===== src/rtl/adam_aes_sched_pkg.sv =====
// Shared types and constants for the AES pipe scheduler.
// - aes_tag_t : {valid, id} record that travels beside each block through the core
// - aes_rsp_t : {id, data} record stored in the result FIFO
package adam_aes_sched_pkg;

    localparam int unsigned AES_BLOCK_W = 128;
    localparam int unsigned DEF_NUM_REQ = 4;
    // Requester ID width; the top's NUM_REQ must satisfy $clog2(NUM_REQ) == ID_W.
    localparam int unsigned ID_W        = $clog2(DEF_NUM_REQ);

    typedef struct packed {
        logic            valid;
        logic [ID_W-1:0] id;
    } aes_tag_t;

    typedef struct packed {
        logic [ID_W-1:0]        id;
        logic [AES_BLOCK_W-1:0] data;
    } aes_rsp_t;

endpackage


===== src/rtl/adam_aes_sched_fifo.sv =====
// Synchronous FIFO with first-word-fall-through read port.
// Ports:
//   clk, reset_n          clock, synchronous active-low reset
//   wr_valid_i/wr_data_i  push request and payload
//   rd_ready_i            pop request (ignored while empty)
//   rd_valid_o/rd_data_o  head entry; rd_data_o is zero while empty
// DEPTH need not be a power of two. A push into a full FIFO is only taken
// when a pop happens in the same cycle.
module adam_aes_sched_fifo #(
    parameter int unsigned DEPTH = 16,
    parameter type         T     = logic
) (
    input  logic clk,
    input  logic reset_n,
    input  logic wr_valid_i,
    input  T     wr_data_i,
    input  logic rd_ready_i,
    output logic rd_valid_o,
    output T     rd_data_o
);

    localparam int unsigned PW = (DEPTH > 1) ? $clog2(DEPTH) : 1;
    localparam int unsigned CW = $clog2(DEPTH + 1);

    T              mem_q [DEPTH];
    logic [PW-1:0] wptr_q, wptr_d;
    logic [PW-1:0] rptr_q, rptr_d;
    logic [CW-1:0] cnt_q, cnt_d;
    logic          push, pop;

    function automatic logic [PW-1:0] ptr_inc(input logic [PW-1:0] p);
        return (p == PW'(DEPTH - 1)) ? '0 : p + PW'(1);
    endfunction

    assign pop  = rd_ready_i && (cnt_q != '0);
    assign push = wr_valid_i && ((cnt_q != CW'(DEPTH)) || pop);

    always_comb begin
        wptr_d = push ? ptr_inc(wptr_q) : wptr_q;
        rptr_d = pop  ? ptr_inc(rptr_q) : rptr_q;
        cnt_d  = cnt_q;
        if (push && !pop) begin
            cnt_d = cnt_q + CW'(1);
        end else if (pop && !push) begin
            cnt_d = cnt_q - CW'(1);
        end
    end

    always_ff @(posedge clk) begin
        if (!reset_n) begin
            wptr_q <= '0;
            rptr_q <= '0;
            cnt_q  <= '0;
        end else begin
            wptr_q <= wptr_d;
            rptr_q <= rptr_d;
            cnt_q  <= cnt_d;
        end
    end

    // Storage needs no reset; the read port is masked while empty.
    always_ff @(posedge clk) begin
        if (push) begin
            mem_q[wptr_q] <= wr_data_i;
        end
    end

    assign rd_valid_o = (cnt_q != '0);
    assign rd_data_o  = (cnt_q != '0) ? mem_q[rptr_q] : '0;

endmodule


===== src/rtl/adam_aes_pipe_scheduler.sv =====
// Shares one fully pipelined AES-128 encipher core between NUM_REQ requesters.
// Ports:
//   clk, reset_n                      clock, synchronous active-low reset
//   enable                            allow new issues (draining always continues)
//   req_valid/req_ready/req_block     per-requester request channel (round-robin)
//   core_in_valid/core_in_block       block issued to the core
//   core_out_valid/core_out_block     core result, LATENCY cycles after issue
//   rsp_valid/rsp_ready/rsp_block/rsp_id  result channel with owning requester
//   busy                              work in flight or results pending
//   err                               sticky: core output disagreed with tag pipe
module adam_aes_pipe_scheduler
    import adam_aes_sched_pkg::*;
#(
    parameter int unsigned NUM_REQ    = DEF_NUM_REQ,
    parameter int unsigned LATENCY    = 11,
    parameter int unsigned FIFO_DEPTH = 16
) (
    input  logic                                  clk,
    input  logic                                  reset_n,
    input  logic                                  enable,
    input  logic [NUM_REQ-1:0]                    req_valid,
    output logic [NUM_REQ-1:0]                    req_ready,
    input  logic [NUM_REQ-1:0][AES_BLOCK_W-1:0]   req_block,
    output logic                                  core_in_valid,
    output logic [AES_BLOCK_W-1:0]                core_in_block,
    input  logic                                  core_out_valid,
    input  logic [AES_BLOCK_W-1:0]                core_out_block,
    output logic                                  rsp_valid,
    input  logic                                  rsp_ready,
    output logic [AES_BLOCK_W-1:0]                rsp_block,
    output logic [ID_W-1:0]                       rsp_id,
    output logic                                  busy,
    output logic                                  err
);

    localparam int unsigned CRED_W = $clog2(FIFO_DEPTH + 1);

    logic [ID_W-1:0]        ptr_q, ptr_d;
    logic                   civ_q, civ_d;
    logic [AES_BLOCK_W-1:0] cib_q, cib_d;
    logic [ID_W-1:0]        issue_id_q, issue_id_d;
    aes_tag_t               tag_q [LATENCY];
    aes_tag_t               tag_d [LATENCY];
    aes_tag_t               tag_out;
    logic [CRED_W-1:0]      credits_q, credits_d;
    logic                   err_q, err_d;

    logic                   grant_any;
    logic [ID_W-1:0]        grant_id;
    logic [ID_W-1:0]        idx;
    logic                   can_issue, accept, pop, tag_any;
    aes_rsp_t               fifo_wdata, fifo_rdata;

    // Round-robin search starting just after the last accepted requester.
    always_comb begin
        grant_any = 1'b0;
        grant_id  = '0;
        idx       = '0;
        for (int unsigned k = 1; k <= NUM_REQ; k++) begin
            idx = ID_W'((32'(ptr_q) + k) % NUM_REQ);
            if (!grant_any && req_valid[idx]) begin
                grant_any = 1'b1;
                grant_id  = idx;
            end
        end
    end

    // Credits reserve a FIFO slot per accepted block, so the FIFO cannot overflow.
    assign can_issue = enable && reset_n && (credits_q != '0);
    assign accept    = grant_any && can_issue;
    assign req_ready = accept ? (NUM_REQ'(1) << grant_id) : '0;
    assign pop       = rsp_valid && rsp_ready;
    assign tag_out   = tag_q[LATENCY-1];

    always_comb begin
        ptr_d      = accept ? grant_id : ptr_q;
        civ_d      = accept;
        cib_d      = accept ? req_block[grant_id] : cib_q;
        issue_id_d = accept ? grant_id : issue_id_q;

        // Tag enters from the issue register, so stage LATENCY-1 lines up
        // with the core output LATENCY cycles after core_in_valid.
        tag_d[0] = '{valid: civ_q, id: issue_id_q};
        for (int unsigned i = 1; i < LATENCY; i++) begin
            tag_d[i] = tag_q[i-1];
        end

        credits_d = credits_q;
        if (accept && !pop) begin
            credits_d = credits_q - CRED_W'(1);
        end else if (pop && !accept) begin
            credits_d = credits_q + CRED_W'(1);
        end

        err_d = err_q | (tag_out.valid ^ core_out_valid);
    end

    always_ff @(posedge clk) begin
        if (!reset_n) begin
            ptr_q      <= ID_W'(NUM_REQ - 1);
            civ_q      <= 1'b0;
            cib_q      <= '0;
            issue_id_q <= '0;
            tag_q      <= '{default: '0};
            credits_q  <= CRED_W'(FIFO_DEPTH);
            err_q      <= 1'b0;
        end else begin
            ptr_q      <= ptr_d;
            civ_q      <= civ_d;
            cib_q      <= cib_d;
            issue_id_q <= issue_id_d;
            tag_q      <= tag_d;
            credits_q  <= credits_d;
            err_q      <= err_d;
        end
    end

    always_comb begin
        tag_any = 1'b0;
        for (int unsigned i = 0; i < LATENCY; i++) begin
            tag_any = tag_any | tag_q[i].valid;
        end
    end

    // Only a valid tag writes; a spurious core_out_valid just raises err.
    assign fifo_wdata = '{id: tag_out.id, data: core_out_block};

    adam_aes_sched_fifo #(
        .DEPTH (FIFO_DEPTH),
        .T     (aes_rsp_t)
    ) u_fifo (
        .clk        (clk),
        .reset_n    (reset_n),
        .wr_valid_i (tag_out.valid),
        .wr_data_i  (fifo_wdata),
        .rd_ready_i (rsp_ready),
        .rd_valid_o (rsp_valid),
        .rd_data_o  (fifo_rdata)
    );

    assign core_in_valid = civ_q;
    assign core_in_block = cib_q;
    assign rsp_block     = fifo_rdata.data;
    assign rsp_id        = fifo_rdata.id;
    assign busy          = tag_any || civ_q || rsp_valid;
    assign err           = err_q;

endmodule

===== config.mk =====
export PLATFORM = sky130hd
export DESIGN_NAME = adam_aes_pipe_scheduler
export DESIGN_NICKNAME = d
export VERILOG_FILES = /design/src/rtl/adam_aes_sched_pkg.sv /design/src/rtl/adam_aes_sched_fifo.sv /design/src/rtl/adam_aes_pipe_scheduler.sv
export SDC_FILE = /design/constraint.sdc
export NUM_CORES = 2
export LEC_CHECK = 0
export ABC_AREA = 0
export BUFFER_PORTS_ARGS = -buffer_cell sky130_fd_sc_hd__buf_2
export CAP_MARGIN = 25
export CORE_ASPECT_RATIO = 0.9
export CORE_MARGIN = 5
export CORE_UTILIZATION = 40
export DETAILED_ROUTE_END_ITERATION = 8
export PLACE_DENSITY = 0.6
export RECOVER_POWER = 50
export SLEW_MARGIN = 40
export SYNTH_ARGS = -nofsm -noshare
export SYNTH_HDL_FRONTEND = slang
export SYNTH_SLANG_ARGS = --single-unit

===== constraint.sdc =====
create_clock -name clk -period 5.33 [get_ports clk]
set_clock_uncertainty 0.2 [all_clocks]
set_input_delay 0.2665 -clock clk [delete_from_list [all_inputs] [get_ports clk]]
set_output_delay 0.2665 -clock clk [all_outputs]
set_load 0.02 [all_outputs]

==> qor.yml <==
logic_synthesis:
  netlist-cell-type-count: 44
  ys_seq_elements: 2269
  async_reset_ff_share_pct: 0
  synth_top_area_share_pct: 70.6
  synth_edf_count: 2080
  avgSynthCellArea_um2: 22.1
  yosysSeqAreaShare_pct: 74.9
  ys.warnings.count: 0
  syn_area_um2: 88400
  yosysTopAreaCell: "edfxtp_1"
  synth_top_cells_by_area: "edfxtp_1 71%, mux4_2 17%, dfxtp_1 4.3%"
  synth_nets: 4661
  synth_flop_cell: "edfxtp_1"
  netlist_instances: 3998
drt:
  drt_first_iter_violations: 4652
  drt-pass1-iter-count: 5
  post-route-drc-count: 0
  routedWlPerCell_um: 33.0
  drt_wl_total_um: 288000
  antenna_left: 0
  vias: 48262
  viasPerCell: 5.54
hold_path:
  whs_path_depth: 4
  hp-start: "req_block[297]"
  hold_path_class: "input port to register"
  timing.hold.worst_endpoint: "core_in_block[41]"
final_layout:
  final_nets: 6258
  syn_to_final_growth_pct: 24.5
  fillCellCount: 18008
  fin_cells: 8713
  drive_above_1_share_pct: 30.8
  postLayoutCoreUtil_pct: 50.1
global_route:
  grt_pass1_wl_um: 398000
  overflow: 0
  antenna_found_initial: 73
  grt_max_degree: 92
  grt_pass1_vias: 49718
  grt_use_total_pct: 24.5
floorplan:
  fp.dieH_um: 456
  dieArea_um2: 231000
  start_util_pct: 40.3
  rows: 163
  die_w_um: 506
  core_area_um2: 220000
  ios: 915
clock_network:
  cts_sinks: 2269
  path_clk_slew_ns: 0.06
  cts_max_level: 4
  cts_buffers: 227
  cts_tree: "yes"
  insertion_delay_ns: 0.89
  cts_setup_buffers: 0
  cts_root_buffer: "clkbuf_16"
  clock_path_buffers: 3
sta:
  max_freq_ghz: 0.235
  final.setup.tns_ns: 0
  worstMarginPinSlew_ns: 2.12
  relSlewSlack_pct: -41.0
  setup_viol: 0
  slew_violations: 99
  rsz0062_at_grt: "no"
  fin_crit_sh_pct: 80.0
  min_period_ns: 4.26
  finalHoldViolations: 0
  fin_hold_ws_ns: 0.0714
  setup_ws_ns: 1.07
power:
  vdd_ir_drop_max_mv: 0.371
  cellLeakagePower_nw: 36.2
  powerDensity_nw_per_um2: 407
outcome:
  status: "finished with violations"
  violations: "capacitance limit, slew limit"
place:
  hpwl_um: 183000
  placed_cells_incl_taps: 7682
  place_congestion: 0.997
  io_buffers: 914
  post-place-ws_ns: 1.53
setup_path:
  rr_worst_depth: 8
  path_cells: "buf_12, buf_12, mux4_2, mux4_2, and2_1, buf_2"
  crit_fanout: 45
  critPathLaunchType: "register"
  worst-endpoint-required_ns: 4.86
  rrSetupSlack_ns: 1.44
  r2r_start: "ptr_q[1]"
  cp_data_arrival_time_ns: 3.80
  r2r_end: "core_in_block[69]"
  critPathKind: "register to output port"
  cpMaxStageDelayCell: "dfxtp_4"
  crit_path_end_kind: "output port"
  critPathBufInv: 3
  slowest_delay_ns: 0.75
  cp_top_family: "multiplexers"
flow_run:
  drv_cap: 3
==> final cells by class <==
type | instances | area, um^2 | share of cell area (%)
Tap cell | 2887 | 3610 | 3.28
Antenna cell | 41 | 103 | 0.0932
Sequential cell | 2269 | 66300 | 60.2
Timing Repair Buffer | 1610 | 11700 | 10.6
Inverter | 6 | 22.5 | 0.0205
Multi-Input combinational cell | 1481 | 21000 | 19.1
Clock buffer | 276 | 5900 | 5.37
Clock inverter | 143 | 1480 | 1.34
==> how the worst max path moves through the flow <==
stage	cells past startpoint	to
floorplan	5	u_fifo.mem_q[0][0]
global placement	11	u_fifo.cnt_q[4]
detailed placement	11	credits_q[4]
CTS	6	rsp_block[125]
global route	6	rsp_block[30]
finish	6	rsp_block[30]
==> report_power, final <==
| part | switching, W | total [W] | leakage [nW] | internal (W) |
|---|---|---|---|---|
| sequential | 0.000229 | 0.0198 | 20.2 | 0.0196 |
| clock | 0.00692 | 0.0158 | 3.57 | 0.00885 |
| combinational | 0.00517 | 0.00918 | 12.4 | 0.00401 |
| total | 0.0123 | 0.0448 | 36.2 | 0.0325 |
==> cell usage after synthesis (2+ instances only) <==
cell / number
and2_1: 176
buf_1: 17
a21oi_1: 9
inv_1: 6
buf_2: 50
a31oi_1: 3
nand2b_1: 10
nor2_1: 9
ha_1: 13
dfxtp_1: 189
and3_1: 9
xnor2_1: 7
nand2_1: 142
o221ai_1: 129
mux2i_1: 260
xor2_1: 4
or3_1: 3
nor2b_1: 9
clkbuf_1: 118
nand3_1: 6
buf_4: 41
nor3b_1: 2
edfxtp_1: 2080
nor4_1: 4
buf_6: 16
a21boi_0: 6
o21ai_0: 10
a21o_1: 5
mux4_2: 650
==> stage by stage <==
step / power (W) / area, um^2
4_1_cts: 0.0454 / 110000
3_5_place_dp: 0.0290 / 97200
6_report: 0.0448 / 110000
2_1_floorplan: 0.0257 / 88400
5_1_grt: 0.0465 / 110000
3_3_place_gp: 0.0290 / 97000
==> layout by cell type, fill, tap and decap left out, types with 8 or more instances in the layout <==
cell type / count
and2_4: 8
clkinvlp_4: 10
clkinv_1: 46
o221ai_1: 128
inv_6: 8
clkinv_2: 39
nor2b_1: 8
a21oi_1: 9
diode_2: 41
edfxtp_1: 2080
clkinv_16: 8
ha_1: 13
mux4_2: 650
buf_12: 60
clkbuf_1: 305
dlygate4sd3_1: 571
nand2_1: 141
clkbuf_16: 227
bufinv_16: 19
buf_2: 655
buf_4: 61
and2_1: 148
and2_0: 20
mux2i_1: 260
nor2_1: 9
o21ai_0: 10
nand2b_1: 8
dfxtp_1: 185
==> per-layer routing <==
layer  part of all wire [%]  track usage (%)
met5                  0.026                0
met4                    6.1             12.2
met2                     51             42.3
met3                    6.0             4.17
met1                     37             29.8
==> logic make-up (layout without fill, tap and decap cells) <==
logic type               count (synthesis)  count (layout)  synth area share (%)
flip-flops                            2269            2269                  74.9
multiplexers                           911             911                  19.5
AND/OR/NAND/NOR                        375             375                  2.22
buffers and inverters                  248            2035                  1.43
AO/OA/AOI/OAI                          170             170                  1.59
adder cells (fa/ha/maj)                 14              14                 0.207
XOR/XNOR                                11              11                 0.109
other                                    0              41                     0
==> worst min-delay path, stage by stage <==
cell and delay, ns:
buf_2 0.08, mux2i_1 0.06, o221ai_1 0.15, dlygate4sd3_1 0.54
==> flip-flops by register name (all words and copies together) (netlist names), named ones only <==
register and flops:
u_fifo.cnt_q 5, tag_out 1, core_in_valid 1, tag_d 30, err 1, fifo_wdata 2
core_in_block 128, u_fifo.wptr_q 4, issue_id_q 2, u_fifo.rptr_q 4, credits_q 5, u_fifo.mem_q 2080
ptr_q 2
==> what timing repair did <==
action	in CTS	in global routing
endpoints found under the setup margin	0	0
hold buffers	571	0
gates resized for setup	0	0
endpoints found under the hold margin	2237	0
(Power assumes the default switching activity.)
